`src/rtl/fx_pkg.sv`:
```
// Shared definitions for the effect-chain scheduler: FSM encoding and slot slicing helpers.
package fx_pkg;

    typedef enum logic [1:0] {
        ST_IDLE      = 2'd0,
        ST_SCAN      = 2'd1,
        ST_WAIT_DONE = 2'd2,
        ST_OUT       = 2'd3
    } fx_state_e;

    localparam int FX_N_FX_DEF      = 4;
    localparam int FX_DATA_WIDTH_DEF = 16;
    localparam int FX_ADDR_WIDTH_DEF = 12;

    // Low bit of slot k inside a flattened per-slot bus of w-bit fields.
    function automatic int slot_lo(input int k, input int w);
        return k * w;
    endfunction

endpackage

```
`src/rtl/fx_sram_mux.sv`:
```
// Combinational smart_ram request mux and finish demux, selected by the one-hot turn grant.
module fx_sram_mux
    import fx_pkg::*;
#(
    parameter int N_FX       = FX_N_FX_DEF,
    parameter int DATA_WIDTH = FX_DATA_WIDTH_DEF,
    parameter int ADDR_WIDTH = FX_ADDR_WIDTH_DEF
) (
    input  logic [N_FX-1:0]            grant_i,
    input  logic [N_FX-1:0]            fx_rd_i,
    input  logic [N_FX-1:0]            fx_wr_i,
    input  logic [N_FX*ADDR_WIDTH-1:0] fx_offset_i,
    input  logic [N_FX*DATA_WIDTH-1:0] fx_wdata_i,
    output logic [N_FX-1:0]            fx_rfin_o,
    output logic [N_FX-1:0]            fx_wfin_o,
    output logic                       sram_rd_o,
    output logic                       sram_wr_o,
    output logic [ADDR_WIDTH-1:0]      sram_offset_o,
    output logic [DATA_WIDTH-1:0]      sram_wdata_o,
    input  logic                       sram_rfin_i,
    input  logic                       sram_wfin_i
);

    logic [N_FX-1:0]       rd_m;
    logic [N_FX-1:0]       wr_m;
    logic [ADDR_WIDTH-1:0] off_m [N_FX];
    logic [DATA_WIDTH-1:0] wd_m  [N_FX];

    // AND-OR selection: the grant is one-hot or zero, so no priority is needed.
    for (genvar gi = 0; gi < N_FX; gi++) begin : g_slot
        assign rd_m[gi]      = grant_i[gi] & fx_rd_i[gi];
        assign wr_m[gi]      = grant_i[gi] & fx_wr_i[gi];
        assign off_m[gi]     = {ADDR_WIDTH{grant_i[gi]}}
                             & fx_offset_i[slot_lo(gi, ADDR_WIDTH) +: ADDR_WIDTH];
        assign wd_m[gi]      = {DATA_WIDTH{grant_i[gi]}}
                             & fx_wdata_i[slot_lo(gi, DATA_WIDTH) +: DATA_WIDTH];
        assign fx_rfin_o[gi] = grant_i[gi] & sram_rfin_i;
        assign fx_wfin_o[gi] = grant_i[gi] & sram_wfin_i;
    end

    always_comb begin
        sram_rd_o     = |rd_m;
        sram_wr_o     = |wr_m;
        sram_offset_o = '0;
        sram_wdata_o  = '0;
        for (int i = 0; i < N_FX; i++) begin
            sram_offset_o = sram_offset_o | off_m[i];
            sram_wdata_o  = sram_wdata_o  | wd_m[i];
        end
    end

endmodule

```
`src/rtl/fx_chain_scheduler.sv`:
```
// Per-sample effect-chain sequencer: walks enabled slots in index order via my_turn/done,
// shares one smart_ram port with the granted slot, and produces the periodic save strobe.
module fx_chain_scheduler
    import fx_pkg::*;
#(
    parameter int N_FX       = FX_N_FX_DEF,
    parameter int DATA_WIDTH = FX_DATA_WIDTH_DEF,
    parameter int ADDR_WIDTH = FX_ADDR_WIDTH_DEF,
    parameter int SAVE_DIV   = 4,
    parameter int TIMEOUT    = 1023
) (
    input  logic                       clk,
    input  logic                       rst_n,
    input  logic                       sample_valid_i,
    input  logic [DATA_WIDTH-1:0]      sample_in_i,
    output logic [DATA_WIDTH-1:0]      sample_out_o,
    output logic                       sample_out_valid_o,
    output logic                       busy_o,
    output logic                       overrun_o,
    input  logic [N_FX-1:0]            fx_enable_i,
    output logic [N_FX-1:0]            fx_my_turn_o,
    input  logic [N_FX-1:0]            fx_done_i,
    input  logic [N_FX*DATA_WIDTH-1:0] fx_data_out_i,
    output logic [DATA_WIDTH-1:0]      fx_data_in_o,
    output logic                       fx_should_save_o,
    output logic [N_FX-1:0]            fx_fault_o,
    input  logic [N_FX-1:0]            fx_sram_rd_i,
    input  logic [N_FX-1:0]            fx_sram_wr_i,
    input  logic [N_FX*ADDR_WIDTH-1:0] fx_sram_offset_i,
    input  logic [N_FX*DATA_WIDTH-1:0] fx_sram_wdata_i,
    output logic [N_FX-1:0]            fx_sram_rfin_o,
    output logic [N_FX-1:0]            fx_sram_wfin_o,
    output logic                       sram_rd_o,
    output logic                       sram_wr_o,
    output logic [ADDR_WIDTH-1:0]      sram_offset_o,
    output logic [DATA_WIDTH-1:0]      sram_data_out_o,
    input  logic                       sram_read_finish_i,
    input  logic                       sram_write_finish_i
);

    localparam int KW = (N_FX > 1) ? $clog2(N_FX) : 1;
    localparam int IW = $clog2(N_FX + 1);
    localparam int TW = (TIMEOUT > 0) ? $clog2(TIMEOUT + 1) : 1;
    localparam int SW = (SAVE_DIV > 1) ? $clog2(SAVE_DIV) : 1;

    fx_state_e             state_q,       state_d;
    logic [IW-1:0]         idx_q,         idx_d;
    logic [KW-1:0]         cur_q,         cur_d;
    logic [TW-1:0]         tmo_q,         tmo_d;
    logic [SW-1:0]         save_cnt_q,    save_cnt_d;
    logic                  should_save_q, should_save_d;
    logic [DATA_WIDTH-1:0] chain_q,       chain_d;
    logic [N_FX-1:0]       en_snap_q,     en_snap_d;
    logic [N_FX-1:0]       my_turn_q,     my_turn_d;
    logic [N_FX-1:0]       fault_q,       fault_d;
    logic [DATA_WIDTH-1:0] out_q,         out_d;
    logic                  out_valid_q,   out_valid_d;
    logic                  overrun_q,     overrun_d;

    logic [DATA_WIDTH-1:0] slot_data [N_FX];
    logic                  found;
    logic [KW-1:0]         k_sel;

    for (genvar gi = 0; gi < N_FX; gi++) begin : g_slot_data
        assign slot_data[gi] = fx_data_out_i[slot_lo(gi, DATA_WIDTH) +: DATA_WIDTH];
    end

    // Lowest enabled slot at or above idx; scanning downward lets the lowest match win.
    always_comb begin
        found = 1'b0;
        k_sel = '0;
        for (int i = N_FX - 1; i >= 0; i--) begin
            if (en_snap_q[i] && (i >= int'(idx_q))) begin
                found = 1'b1;
                k_sel = KW'(i);
            end
        end
    end

    always_comb begin
        state_d       = state_q;
        idx_d         = idx_q;
        cur_d         = cur_q;
        tmo_d         = tmo_q;
        save_cnt_d    = save_cnt_q;
        should_save_d = should_save_q;
        chain_d       = chain_q;
        en_snap_d     = en_snap_q;
        my_turn_d     = my_turn_q;
        fault_d       = fault_q;
        out_d         = out_q;
        out_valid_d   = 1'b0;
        overrun_d     = overrun_q;

        if (sample_valid_i && (state_q != ST_IDLE)) begin
            overrun_d = 1'b1;
        end

        case (state_q)
            ST_IDLE: begin
                if (sample_valid_i) begin
                    chain_d       = sample_in_i;
                    en_snap_d     = fx_enable_i;
                    idx_d         = '0;
                    should_save_d = (save_cnt_q == '0);
                    save_cnt_d    = (save_cnt_q == SW'(SAVE_DIV - 1)) ? '0
                                                                      : save_cnt_q + SW'(1);
                    state_d       = ST_SCAN;
                end
            end
            ST_SCAN: begin
                if (found) begin
                    my_turn_d        = '0;
                    my_turn_d[k_sel] = 1'b1;
                    cur_d            = k_sel;
                    tmo_d            = '0;
                    state_d          = ST_WAIT_DONE;
                end else begin
                    // Result registered here so it is visible during the OUT cycle.
                    out_d       = chain_q;
                    out_valid_d = 1'b1;
                    state_d     = ST_OUT;
                end
            end
            ST_WAIT_DONE: begin
                if (fx_done_i[cur_q]) begin
                    chain_d   = slot_data[cur_q];
                    my_turn_d = '0;
                    idx_d     = IW'(cur_q) + IW'(1);
                    state_d   = ST_SCAN;
                end else if (tmo_q == TW'(TIMEOUT)) begin
                    my_turn_d      = '0;
                    fault_d[cur_q] = 1'b1;
                    idx_d          = IW'(cur_q) + IW'(1);
                    state_d        = ST_SCAN;
                end else begin
                    tmo_d = tmo_q + TW'(1);
                end
            end
            ST_OUT: begin
                state_d = ST_IDLE;
            end
            default: begin
                state_d = ST_IDLE;
            end
        endcase
    end

    always_ff @(posedge clk or negedge rst_n) begin
        if (!rst_n) begin
            state_q       <= ST_IDLE;
            idx_q         <= '0;
            cur_q         <= '0;
            tmo_q         <= '0;
            save_cnt_q    <= '0;
            should_save_q <= 1'b0;
            chain_q       <= '0;
            en_snap_q     <= '0;
            my_turn_q     <= '0;
            fault_q       <= '0;
            out_q         <= '0;
            out_valid_q   <= 1'b0;
            overrun_q     <= 1'b0;
        end else begin
            state_q       <= state_d;
            idx_q         <= idx_d;
            cur_q         <= cur_d;
            tmo_q         <= tmo_d;
            save_cnt_q    <= save_cnt_d;
            should_save_q <= should_save_d;
            chain_q       <= chain_d;
            en_snap_q     <= en_snap_d;
            my_turn_q     <= my_turn_d;
            fault_q       <= fault_d;
            out_q         <= out_d;
            out_valid_q   <= out_valid_d;
            overrun_q     <= overrun_d;
        end
    end

    assign sample_out_o       = out_q;
    assign sample_out_valid_o = out_valid_q;
    assign busy_o             = (state_q != ST_IDLE);
    assign overrun_o          = overrun_q;
    assign fx_my_turn_o       = my_turn_q;
    assign fx_data_in_o       = chain_q;
    assign fx_should_save_o   = should_save_q;
    assign fx_fault_o         = fault_q;

    // Grant is the registered turn, so a timed-out slot loses the port and its late finishes.
    fx_sram_mux #(
        .N_FX       (N_FX),
        .DATA_WIDTH (DATA_WIDTH),
        .ADDR_WIDTH (ADDR_WIDTH)
    ) u_sram_mux (
        .grant_i       (my_turn_q),
        .fx_rd_i       (fx_sram_rd_i),
        .fx_wr_i       (fx_sram_wr_i),
        .fx_offset_i   (fx_sram_offset_i),
        .fx_wdata_i    (fx_sram_wdata_i),
        .fx_rfin_o     (fx_sram_rfin_o),
        .fx_wfin_o     (fx_sram_wfin_o),
        .sram_rd_o     (sram_rd_o),
        .sram_wr_o     (sram_wr_o),
        .sram_offset_o (sram_offset_o),
        .sram_wdata_o  (sram_data_out_o),
        .sram_rfin_i   (sram_read_finish_i),
        .sram_wfin_i   (sram_write_finish_i)
    );

endmodule

```
`config.mk`:
```
export PLATFORM = sky130hd
export DESIGN_NAME = fx_chain_scheduler
export DESIGN_NICKNAME = d
export VERILOG_FILES = /design/src/rtl/fx_pkg.sv /design/src/rtl/fx_sram_mux.sv /design/src/rtl/fx_chain_scheduler.sv
export SDC_FILE = /design/constraint.sdc
export NUM_CORES = 1
export LEC_CHECK = 0
export CORE_MARGIN = 2
export CORE_UTILIZATION = 28
export DETAILED_ROUTE_END_ITERATION = 10
export HOLD_SLACK_MARGIN = 0.02
export PLACE_DENSITY_LB_ADDON = 0.08
export REMOVE_ABC_BUFFERS = 1
export SYNTH_ARGS = -nofsm -noshare
export SYNTH_HDL_FRONTEND = slang
export SYNTH_SLANG_ARGS = --single-unit
export TNS_END_PERCENT = 50
```
`constraint.sdc`:
```
create_clock -name clk -period 3.3 [get_ports clk]
set_clock_uncertainty 0.15 [all_clocks]
set_input_delay 0.66 -clock clk [delete_from_list [all_inputs] [get_ports clk]]
set_output_delay 0.66 -clock clk [all_outputs]
set_load 0.01 [all_outputs]
```
==> results_dict.tcl, run 1 <==
set metrics [dict create \
    status "finished clean" \
    yosys.area.top_type_share_pct 39.02 \
    final_area_um2 7685 \
    diodes 0 \
    synth_warnings 0 \
    power_leakage_nw 3.216 \
    fin_nets 913 \
    synth.cell_area_um2 4233 \
    die_w_um 127.0 \
    hold_violations 0 \
    critical_path_class "reg -> out" \
    switching_power_mw 2.103 \
    core_um2 14640 \
    reg2reg_from "cur_q[0]" \
    start_util_pct 28.90 \
    yosys_register_bits 66 \
    p_int_mw 3.550 \
    r2r_slack_ps 1120 \
    yosysUniqueCellTypes 55 \
    synthCells 403 \
    clkPwrFrac_pct 17.0 \
    wl_met1_um 6159 \
    synthFlopType "dfrtp_1" \
    num-fill-cells 1329 \
    min_period_ps 2985 \
    routed_wl_um 15960 \
    grt_pass1_wl_um 24520 \
    critical_path.endpoint "sram_data_out_o[11]" \
    routabilityCongestion 0.8164 \
    critPathMaxStageDelay_ps 810 \
    drtIter0Drc 190 \
    holdWs_ps 251.1 \
    grt-ovfl-total 0 \
    clock_latency_ps 330 \
    grt_max_degree 35 \
    cts_max_level 3 \
    comb_power_share_pct 59.0 \
    setup_violations 0 \
    cts_hold_buf 0 \
    critPathBufInv 2 \
    worstMarginPinSlew_ps 783.7 \
    ir_drop_mv 0.3524 \
    ys_seq_area_share_pct 39.02 \
    ant_nets 0 \
    placed_cell_area_um2 7378 \
    wl_per_cell_um 18.09 \
    hpwl_um 12840 \
    first_global_vias 4459 \
    num_io_pins 295 \
    async_flop_share_pct 100.0 \
    die_area_um2 16120 \
    final_cells 882 \
    cp-end-kind "primary output" \
    cts_tree "built" \
    drt-pass1-iter-count 4 \
    areaGrowthSynthToFinish_pct 81.55 \
    required_ps 2490 \
    cp_slowest_cell "dfrtp_1" \
    rows 44 \
    final_cell_mix "293 x clkdlybuf4s50_1, 66 x dfrtp_1, 60 x a22oi_1" \
    top_layer "met4" \
    vias 4264 \
    maxSlewViolCount 0 \
    p_total_mw 5.653 \
    synthTopCellsByArea "dfrtp_1 39%, a22oi_1 11%, mux4_2 9.0%" \
    relSlewSlack_pct 47.75 \
    crit_arrival_ps 2180 \
    power_frac_seq_pct 24.0 \
    cts_setup_buffers 0 \
    clk_path_buf_depth 2 \
    power_density_nw_per_um2 735.6 \
    dieHeight_um 127.0 \
    drc 0 \
    synth_area_per_cell_um2 10.50 \
    critPathTopFamily "buffers and inverters" \
    synth_top_area_cell "dfrtp_1" \
    setup_tns_ps 0 \
    grt_use_total_pct 19.49 \
    placed_cells 866 \
    cts.clk_slew.worst_paths_ps 50 \
    switching_share_pct 37.20 \
    cp_max_fo 20 \
    rsz0062_at_grt "false" \
    wl_met2_um 8363 \
    maxCapViolations 0 \
    cp.depth 4 \
    ff2ff_path_depth 5 \
    fin_crit_sh_pct 90.47 \
    synth_edf_count 0 \
    antenna_found_initial 0 \
    hp-class "in -> async" \
    critical_path.startpoint "fx_my_turn_o[1]" \
    portBuffers 294 \
    drive_gt1_share_pct 12.61 \
    utilization_pct 52.48 \
    layout_commonest_cell "clkdlybuf4s50_1" \
    fmax_ghz 0.3350 \
    wl_met3_um 959 \
    root_buffer "clkbuf_16" \
    crit_path_start_kind "register" \
    r2r_end "idx_q[0]" \
    ctsResizeCount 0 \
    pre_cts_ws_ps 493.5 \
    vias_per_cell 4.834 \
    setup_slack_ps 314.6 \
    numCtsBuffers 9 \
    cts_sinks 66 \
    cp_cell_sequence "buf_4 -> a22oi_1 -> nand2_1 -> clkdlybuf4s50_1" \
]
[sequential cells by signal (all words and copies together), names as in the netlist]
register,cells
tmo_q,10
fx_data_in_o,16
sample_out_valid_o,1
overrun_o,1
cur_q,2
sample_out_o,16
fx_should_save_o,1
en_snap_q,4
fx_my_turn_o,4
save_cnt_q,2
state_q,2
idx_q,3
fx_fault_o,4
[how the worst min path moves through the flow]
stage                       to  slack, ps
5_1_grt        sample_out_o[6]        300
3_5_place_dp         overrun_o        300
6_report       sample_out_o[6]        250
4_1_cts               tmo_q[4]        280
2_1_floorplan         cur_q[0]        210
3_3_place_gp     fx_fault_o[3]        290
[synthesized netlist by cell type, drive strengths merged, types with 5 or more instances]
cell type  instances
nor2              13
clkbuf            17
o21ai             28
nand2             58
and2              13
inv                8
a21o               7
nor3               5
a22oi             61
mux2i             19
buf               11
dfrtp             66
mux4              17
mux2              27
ha                 7
[power groups by stage]
stage          clock network [mW]  logic, mW  registers [mW]
6_report                    0.963       3.33            1.36
5_1_grt                      1.03       3.60            1.41
4_1_cts                     0.995       3.40            1.36
3_5_place_dp                    0       3.38            1.37
3_3_place_gp                    0       3.36            1.36
2_1_floorplan                   0       1.48            1.55
[routing by layer]
metal / GRT usage, % / up-vias
li1: - / 2082
met1: 21.69 / 2001
met2: 35.96 / 160
met3: 4.513 / 21
met4: 7.498 / 0
met5: 0 / -
[cell families (layout without fill, tap and decap cells)]
logic type | Yosys count | in the layout | synth area share, %
buffers and inverters | 36 | 331 | 3.843
muxes | 63 | 63 | 21.25
and+or+nand+nor | 115 | 115 | 14.04
DFF | 66 | 66 | 39.02
xor gates and xnor gates | 1 | 1 | 0.2070
AOI/OAI and AO/OA | 115 | 115 | 19.57
adders and majority gates | 7 | 7 | 2.069
[layout make-up]
cell class | instances | area, um^2 | area share, %
Clock buffer | 12 | 256.5 | 3.338
Clock inverter | 4 | 50.05 | 0.6513
Inverter | 8 | 30.03 | 0.3908
Multi-Input combinational cell | 301 | 2419 | 31.47
Sequential cell | 66 | 1652 | 21.49
Tap cell | 184 | 230.2 | 2.996
Timing Repair Buffer | 307 | 3048 | 39.66
[worst reg2reg max path, delay by kind of cell, from the launching register on]
family	cells	cell delay (ps)
AO/OA/AOI/OAI	1	150
flip-flops	1	500
multiplexers	2	860
AND/OR/NAND/NOR	2	400
No activity file was read; power rests on OpenSTA's default activity.
==> run 2: changes to the inputs <==
Clock period 3.3 ns to 3.2 ns, I/O delays scaled along.
==> run 2 against run 1 <==
Against the previous run: first-iteration DRC count is 1.1% higher; design area decreased by 0.42%; die area stayed put; critical endpoint is now sram_offset_o[6]; largest power group unchanged.
==> results_dict.tcl, run 2 (synthesized netlist as in run 1, its figures left out) <==
set metrics [dict create \
    cp_slowest_cell "dfrtp_1" \
    start_util_pct 28.90 \
    drc 0 \
    crit_path_start_kind "register" \
    setup_violations 0 \
    cp.depth 4 \
    numCtsBuffers 9 \
    num-fill-cells 1345 \
    root_buffer "clkbuf_16" \
    gr-usage-met2_pct 36.81 \
    required_ps 2410 \
    critPathTopFamily "buffers and inverters" \
    cts_tree "built" \
    critical_path.startpoint "fx_my_turn_o[1]" \
    rows 44 \
    dieHeight_um 127.0 \
    rsz0062_at_grt "false" \
    antenna_found_initial 0 \
    fin_crit_sh_pct 91.48 \
    cts_max_level 3 \
    hpwl_um 13090 \
    ff2ff_path_depth 6 \
    num_io_pins 295 \
    grt_use_total_pct 19.89 \
    ctsResizeCount 0 \
    drtIter0Drc 192 \
    grtUsageMet1_pct 23.56 \
    gr-max-usage-layer "met2" \
    r2r_slack_ps 960 \
    r2r_end "tmo_q[9]" \
    wl_per_cell_um 18.69 \
    multiInputGateArea_um2 2419 \
    routabilityCongestion 0.8253 \
    power_density_nw_per_um2 755.2 \
    critPathBufInv 2 \
    drt-pass1-iter-count 6 \
    cp_max_fo 17 \
    critPathMaxStageDelay_ps 750 \
    cts_setup_buffers 0 \
    layout_commonest_cell "clkdlybuf4s50_1" \
    areaGrowthSynthToFinish_pct 80.79 \
    portBuffers 294 \
    seqCellArea_um2 1652 \
    clk_path_buf_depth 2 \
    cp_cell_sequence "buf_4 -> a22oi_1 -> nand2_1 -> clkdlybuf4s50_1" \
    setup_tns_ps 0 \
    ant_nets 0 \
    clock_latency_ps 320 \
    crit_arrival_ps 2140 \
    final_cell_mix "293 x clkdlybuf4s50_1, 66 x dfrtp_1, 60 x a22oi_1" \
    routed_wl_um 16450 \
    relSlewSlack_pct 48.61 \
    ir_drop_mv 0.4486 \
    vias_per_cell 4.907 \
    cts.clk_slew.worst_paths_ps 50 \
    min_period_ps 2927 \
    drive_gt1_share_pct 12.36 \
    use_met3_pct 4.555 \
    die_w_um 127.0 \
    power_leakage_nw 3.209 \
    cp-end-kind "primary output" \
    reg2reg_from "cur_q[0]" \
    cts_sinks 66 \
    hold_violations 0 \
    maxCapViolations 0 \
    grt-ovfl-total 0 \
    core_um2 14640 \
    worstMarginPinSlew_ps 770.8 \
    cts_hold_buf 0 \
    critical_path.endpoint "sram_offset_o[6]" \
    grt_pass1_wl_um 24960 \
    critical_path_class "reg -> out" \
    holdWs_ps 242.6 \
    diodes 0 \
    fmax_ghz 0.3416 \
    status "finished clean" \
    vias 4318 \
    fin_nets 913 \
    hp-class "in -> async" \
    grt_max_degree 36 \
    maxSlewViolCount 0 \
    die_area_um2 16120 \
    first_global_vias 4448 \
]
[run 2: cell types whose count changed in the layout (fill, tap and decap cells not counted), sizes merged]
cell / before / now
clkbuf: 12 / 10
clkinv: 1 / 3
clkinvlp: 2 / 0
[run 2: layout make-up]
| cell class | instances | area share, % |
|---|---|---|
| Clock buffer | 10 | 2.992 |
| Multi-Input combinational cell | 301 | 31.61 |
| Inverter | 8 | 0.3924 |
| Sequential cell | 66 | 21.58 |
| Tap cell | 184 | 3.009 |
| Timing Repair Buffer | 307 | 39.83 |
| Clock inverter | 4 | 0.5886 |
[run 2: report_power, final]
part / internal [mW] / switching, mW / total, mW
clock network: 0.589 / 0.334 / 0.924
registers: 1.14 / 0.270 / 1.41
logic: 1.88 / 1.56 / 3.44
total: 3.61 / 2.17 / 5.78
[run 2: routing by layer]
| metal | vias up | wire (um) |
|---|---|---|
| met5 | - | 0 |
| met4 | 0 | 257 |
| met3 | 15 | 1007 |
| met2 | 148 | 8694 |
| met1 | 2078 | 6486 |
| li1 | 2077 | - |
[run 2: metrics by stage]
step	total power, mW	instances	utilization [%]	cell area (um^2)	setup WS, ps
finish	5.779	880	52.26	7652	272.5
global route	6.195	880	52.26	7652	148.0
CTS	5.874	880	52.26	7652	217.4
detailed placement	4.924	866	50.38	7378	417.8
global placement	4.871	866	50.38	7378	410.5
floorplan	3.129	375	-	4100	392.8
[run 2: worst min-delay path by stage]
stage | slack [ps] | to | from
after CTS | 260 | fx_data_in_o[6] | rst_n
after floorplan | 190 | cur_q[0] | rst_n
final | 240 | sample_out_o[3] | rst_n
after global placement | 290 | overrun_o | overrun_o
after global routing | 300 | fx_data_in_o[3] | rst_n
after detailed placement | 300 | fx_fault_o[0] | fx_fault_o[0]
==> run 3: changes to the inputs <==
Settings changed: CAP_MARGIN set to 20.
==> results of run 3 <==
No change in the layout: final DEF, timing and power equal those of run 2.
==> RTL edit 1: new RTL, settings of run 2 <==
The 4 states of `fx_state_e` get a Gray code encoding in 2 bits.
--- a/src/rtl/fx_pkg.sv
+++ b/src/rtl/fx_pkg.sv
@@ -3,8 +3,8 @@
 
     typedef enum logic [1:0] {
-        ST_IDLE      = 2'd0,
-        ST_SCAN      = 2'd1,
-        ST_WAIT_DONE = 2'd2,
-        ST_OUT       = 2'd3
+        ST_IDLE      = 2'b00,
+        ST_SCAN      = 2'b01,
+        ST_WAIT_DONE = 2'b11,
+        ST_OUT       = 2'b10
     } fx_state_e;
 
Check against the original RTL: no difference found for any inputs over 4 cycles, from zero or initial values and one cycle with rst_n low; so few cycles prove little.
==> RTL edit 1 against run 2 <==
Power up 1.2%. Synthesized area fell by 1.9%. Design area shrank 1.3%. Critical path depth unchanged. Largest power group unchanged. Routed wire length decreased by 4.8%. Via count grew 0.76%. Setup slack better by 0.085 ns. Sequential cell count is the same.
==> RTL edit 1: results <==
group,metric,value,unit
outcome,status,"finished clean",
power,switchingPower,0.00225,W
finish,utilization,0.520,
synthesis,synthXorXnorAreaFrac,0.00422,
drt,drt_pre_antenna_iters,4,
synthesis,synth_area_leaders,"dfrtp_1 40%, a22oi_1 11%, nand2_1 5.6%",
sta,worst_slew_pin_slew,1.10,ns
setup_path,timing.rr.end,"sample_out_o[14]$_DFFE_PN0P_",
global_route,grt_pass1_vias,4456,
power,ir_worst_vdd,0.000323,V
drt,wl_per_cell,17.8,um
setup_path,reg2reg_from,"idx_q[1]$_DFFE_PN0P_",
placed_design,dp_worst_setup_slack,0.459,ns
synthesis,ys_seq_area_frac,0.398,
synthesis,synthAdderAreaFrac,0.0211,
sta,post-route-period-util,0.888,
global_route,grt_start_max_net_pins,38,
setup_path,crit_fanout,15,
synthesis,synth-compound-area-share,0.211,
global_route,grt_util_all_layers,0.194,
setup_path,reg2reg_depth,4,
placed_design,dp_cells,865,
finish,num-nets-final,912,
drt,vias,4351,
synthesis,yosysUniqueCellTypes,52,
setup_path,cpPeakStageDelay,0.67,ns
drt,wirelength,15700,um
synthesis,syn_area_per_cell,10.3,sq um
RTL edit 1: changes by cell type in the layout (fill, tap and decap cells not counted), sizes merged, moves of 3 or more:
cell,delta
inv,+5
and2,-3
nor3,+3
nand2,+4
o22ai,+3
mux2,-8
RTL edit 1: worst max path at each step:
stage | to | cells after the start | slack, ns | startpoint
2_1_floorplan | idx_q[2]$_DFFE_PN0P_ | 5 | 0.52 | cur_q[1]$_DFFE_PN0P_
3_3_place_gp | sram_offset_o[9] | 4 | 0.44 | fx_sram_offset_i[33]
4_1_cts | sram_offset_o[2] | 4 | 0.30 | fx_my_turn_o[1]$_DFFE_PN0P_
5_1_grt | sram_offset_o[5] | 4 | 0.23 | fx_my_turn_o[1]$_DFFE_PN0P_
3_5_place_dp | sram_offset_o[9] | 4 | 0.46 | fx_sram_offset_i[33]
6_report | sram_offset_o[4] | 4 | 0.36 | fx_my_turn_o[1]$_DFFE_PN0P_
RTL edit 1: metal layers:
| layer | part of all wire | global-route usage |
|---|---|---|
| met1 | 0.39 | 0.225 |
| met5 | 0 | 0 |
| met3 | 0.085 | 0.0603 |
| met4 | 0.016 | 0.0465 |
| met2 | 0.51 | 0.348 |
RTL edit 1: power by group through the flow:
| stage | logic, W | registers (W) | clock network [W] |
|---|---|---|---|
| floorplan | 0.00152 | 0.00163 | 0 |
| global placement | 0.00352 | 0.00143 | 0 |
| detailed placement | 0.00355 | 0.00145 | 0 |
| CTS | 0.00357 | 0.00144 | 0.000938 |
| global route | 0.00381 | 0.00149 | 0.000982 |
| finish | 0.00351 | 0.00143 | 0.000914 |
RTL edit 1: layout make-up:
type	instances	share of cell area
clock inverter	4	0.00348
timing repair buffer	306	0.403
tap	184	0.0305
multi-input combinational	296	0.304
sequential	66	0.219
inverter	13	0.00646
clock buffer	12	0.0340
==> RTL edit 2: new RTL, config.mk and constraints of run 2 <==
Without the edit above. Change the package constant `FX_ADDR_WIDTH_DEF` from 12 to 13.
--- a/src/rtl/fx_pkg.sv
+++ b/src/rtl/fx_pkg.sv
@@ -11,5 +11,5 @@
     localparam int FX_N_FX_DEF      = 4;
     localparam int FX_DATA_WIDTH_DEF = 16;
-    localparam int FX_ADDR_WIDTH_DEF = 12;
+    localparam int FX_ADDR_WIDTH_DEF = 13;
 
     // Low bit of slot k inside a flattened per-slot bus of w-bit fields.
Ports: changed (resized fx_sram_offset_i and sram_offset_o); port bits go from 295 to 300. The function was not compared with the original's and may differ.
==> RTL edit 2 against run 2 <==
Cell count shrank 0.11%. Clock power decreased by 5.5%. Non-clock buffer count rose by 7. Setup slack better by 0.010 ns. Hold slack lost 0.042 ns. Sequential power rose by 3%. Sequential cell count unchanged. Synthesized area down 5.8%. Design area decreased by 2.3%. First-iteration DRC count increased by 1.6%. Global-route usage up 1.7 points. Power up 1.7%. Routed wire length increased by 3.2%. Largest cell class unchanged. Largest power group unchanged.
==> RTL edit 2: results <==
group,metric,value,unit
outcome,status,"finished clean",
finish,seq_cell_count,66,
global_route,grt_pass1_vias,4349,
drt,vias_per_cell,4.99,
synthesis,ys_seq_area_frac,0.414,
setup_path,ff2ff_setup_slack,0.93,ns
power,swShare,0.383,
setup_path,crit_start,"fx_my_turn_o[3]$_DFFE_PN0P_",
finish,num-nets-final,921,
setup_path,cpPeakStageDelay,0.65,ns
setup_path,crit_fanout,19,
drt,vias,4382,
global_route,grt_util_all_layers,0.216,
power,seq_power_share,0.246,
power,switchingPower,0.00225,W
finish,fill_cells,1259,
synthesis,synth_area_leaders,"dfrtp_1 41%, a22oi_1 12%, nand2_1 7.2%",
drt,wl_per_cell,19.3,um
power,pg_comb,0.00356,W
global_route,grt_pass1_wl,24600,um
finish,seq_area_frac,0.221,
setup_path,reg2reg_from,"tmo_q[0]$_DFFE_PN0P_",
sta,maxSlewHeadroom,0.551,
drt,drt-initial-drc-count,195,
synthesis,yosysUniqueCellTypes,40,
finish,nMultiInputCombCells,297,
finish,clock_buffers,13,
power,ir_worst_vdd,0.000413,V
sta,fin_ws,0.283,ns
synthesis,synthCells,402,
RTL edit 2: changes by cell type in the layout (fill, tap and decap cells not counted), moves of 4 or more:
cell / before / now
nand2_1: 57 / 76
mux2i_1: 19 / 1
a31oi_1: 0 / 16
nor2_1: 10 / 26
o21ai_0: 24 / 11
nand3_1: 1 / 10
mux4_1: 0 / 7
mux4_2: 17 / 10
mux2_4: 6 / 0
clkdlybuf4s50_1: 293 / 298
and2_1: 12 / 8
o21ai_1: 4 / 0
RTL edit 2: worst min path at each step:
stage	start	to	slack [ns]	cells past startpoint
global placement	fx_fault_o[1]$_DFFE_PN0P_	fx_fault_o[1]$_DFFE_PN0P_	0.29	1
floorplan	rst_n	cur_q[0]$_DFFE_PN0P_	0.19	0
finish	rst_n	sample_out_o[3]$_DFFE_PN0P_	0.20	1
global route	rst_n	sample_out_o[3]$_DFFE_PN0P_	0.24	1
CTS	rst_n	sample_out_o[3]$_DFFE_PN0P_	0.22	1
detailed placement	fx_fault_o[2]$_DFFE_PN0P_	fx_fault_o[2]$_DFFE_PN0P_	0.30	1
RTL edit 2: layer usage:
metal	global-route usage	routed length, um
met3	0.0646	1270
met1	0.258	6760
met4	0.0547	300
met5	0	0
met2	0.377	8640
RTL edit 2: logic make-up after synthesis:
group / after synthesis / synth area share
AO/OA/AOI/OAI: 115 / 0.211
AND/OR/NAND/NOR: 137 / 0.152
buffers and inverters: 39 / 0.0395
multiplexers: 38 / 0.162
flip-flops: 66 / 0.414
adder cells (fa/ha/maj): 7 / 0.0220
RTL edit 2: stage by stage:
| stage | util | hold slack [ns] |
|---|---|---|
| CTS | 0.539 | 0.216 |
| finish | 0.539 | 0.200 |
| global route | 0.539 | 0.245 |
| floorplan | - | 0.194 |
| detailed placement | 0.520 | 0.298 |
| global placement | 0.520 | 0.292 |
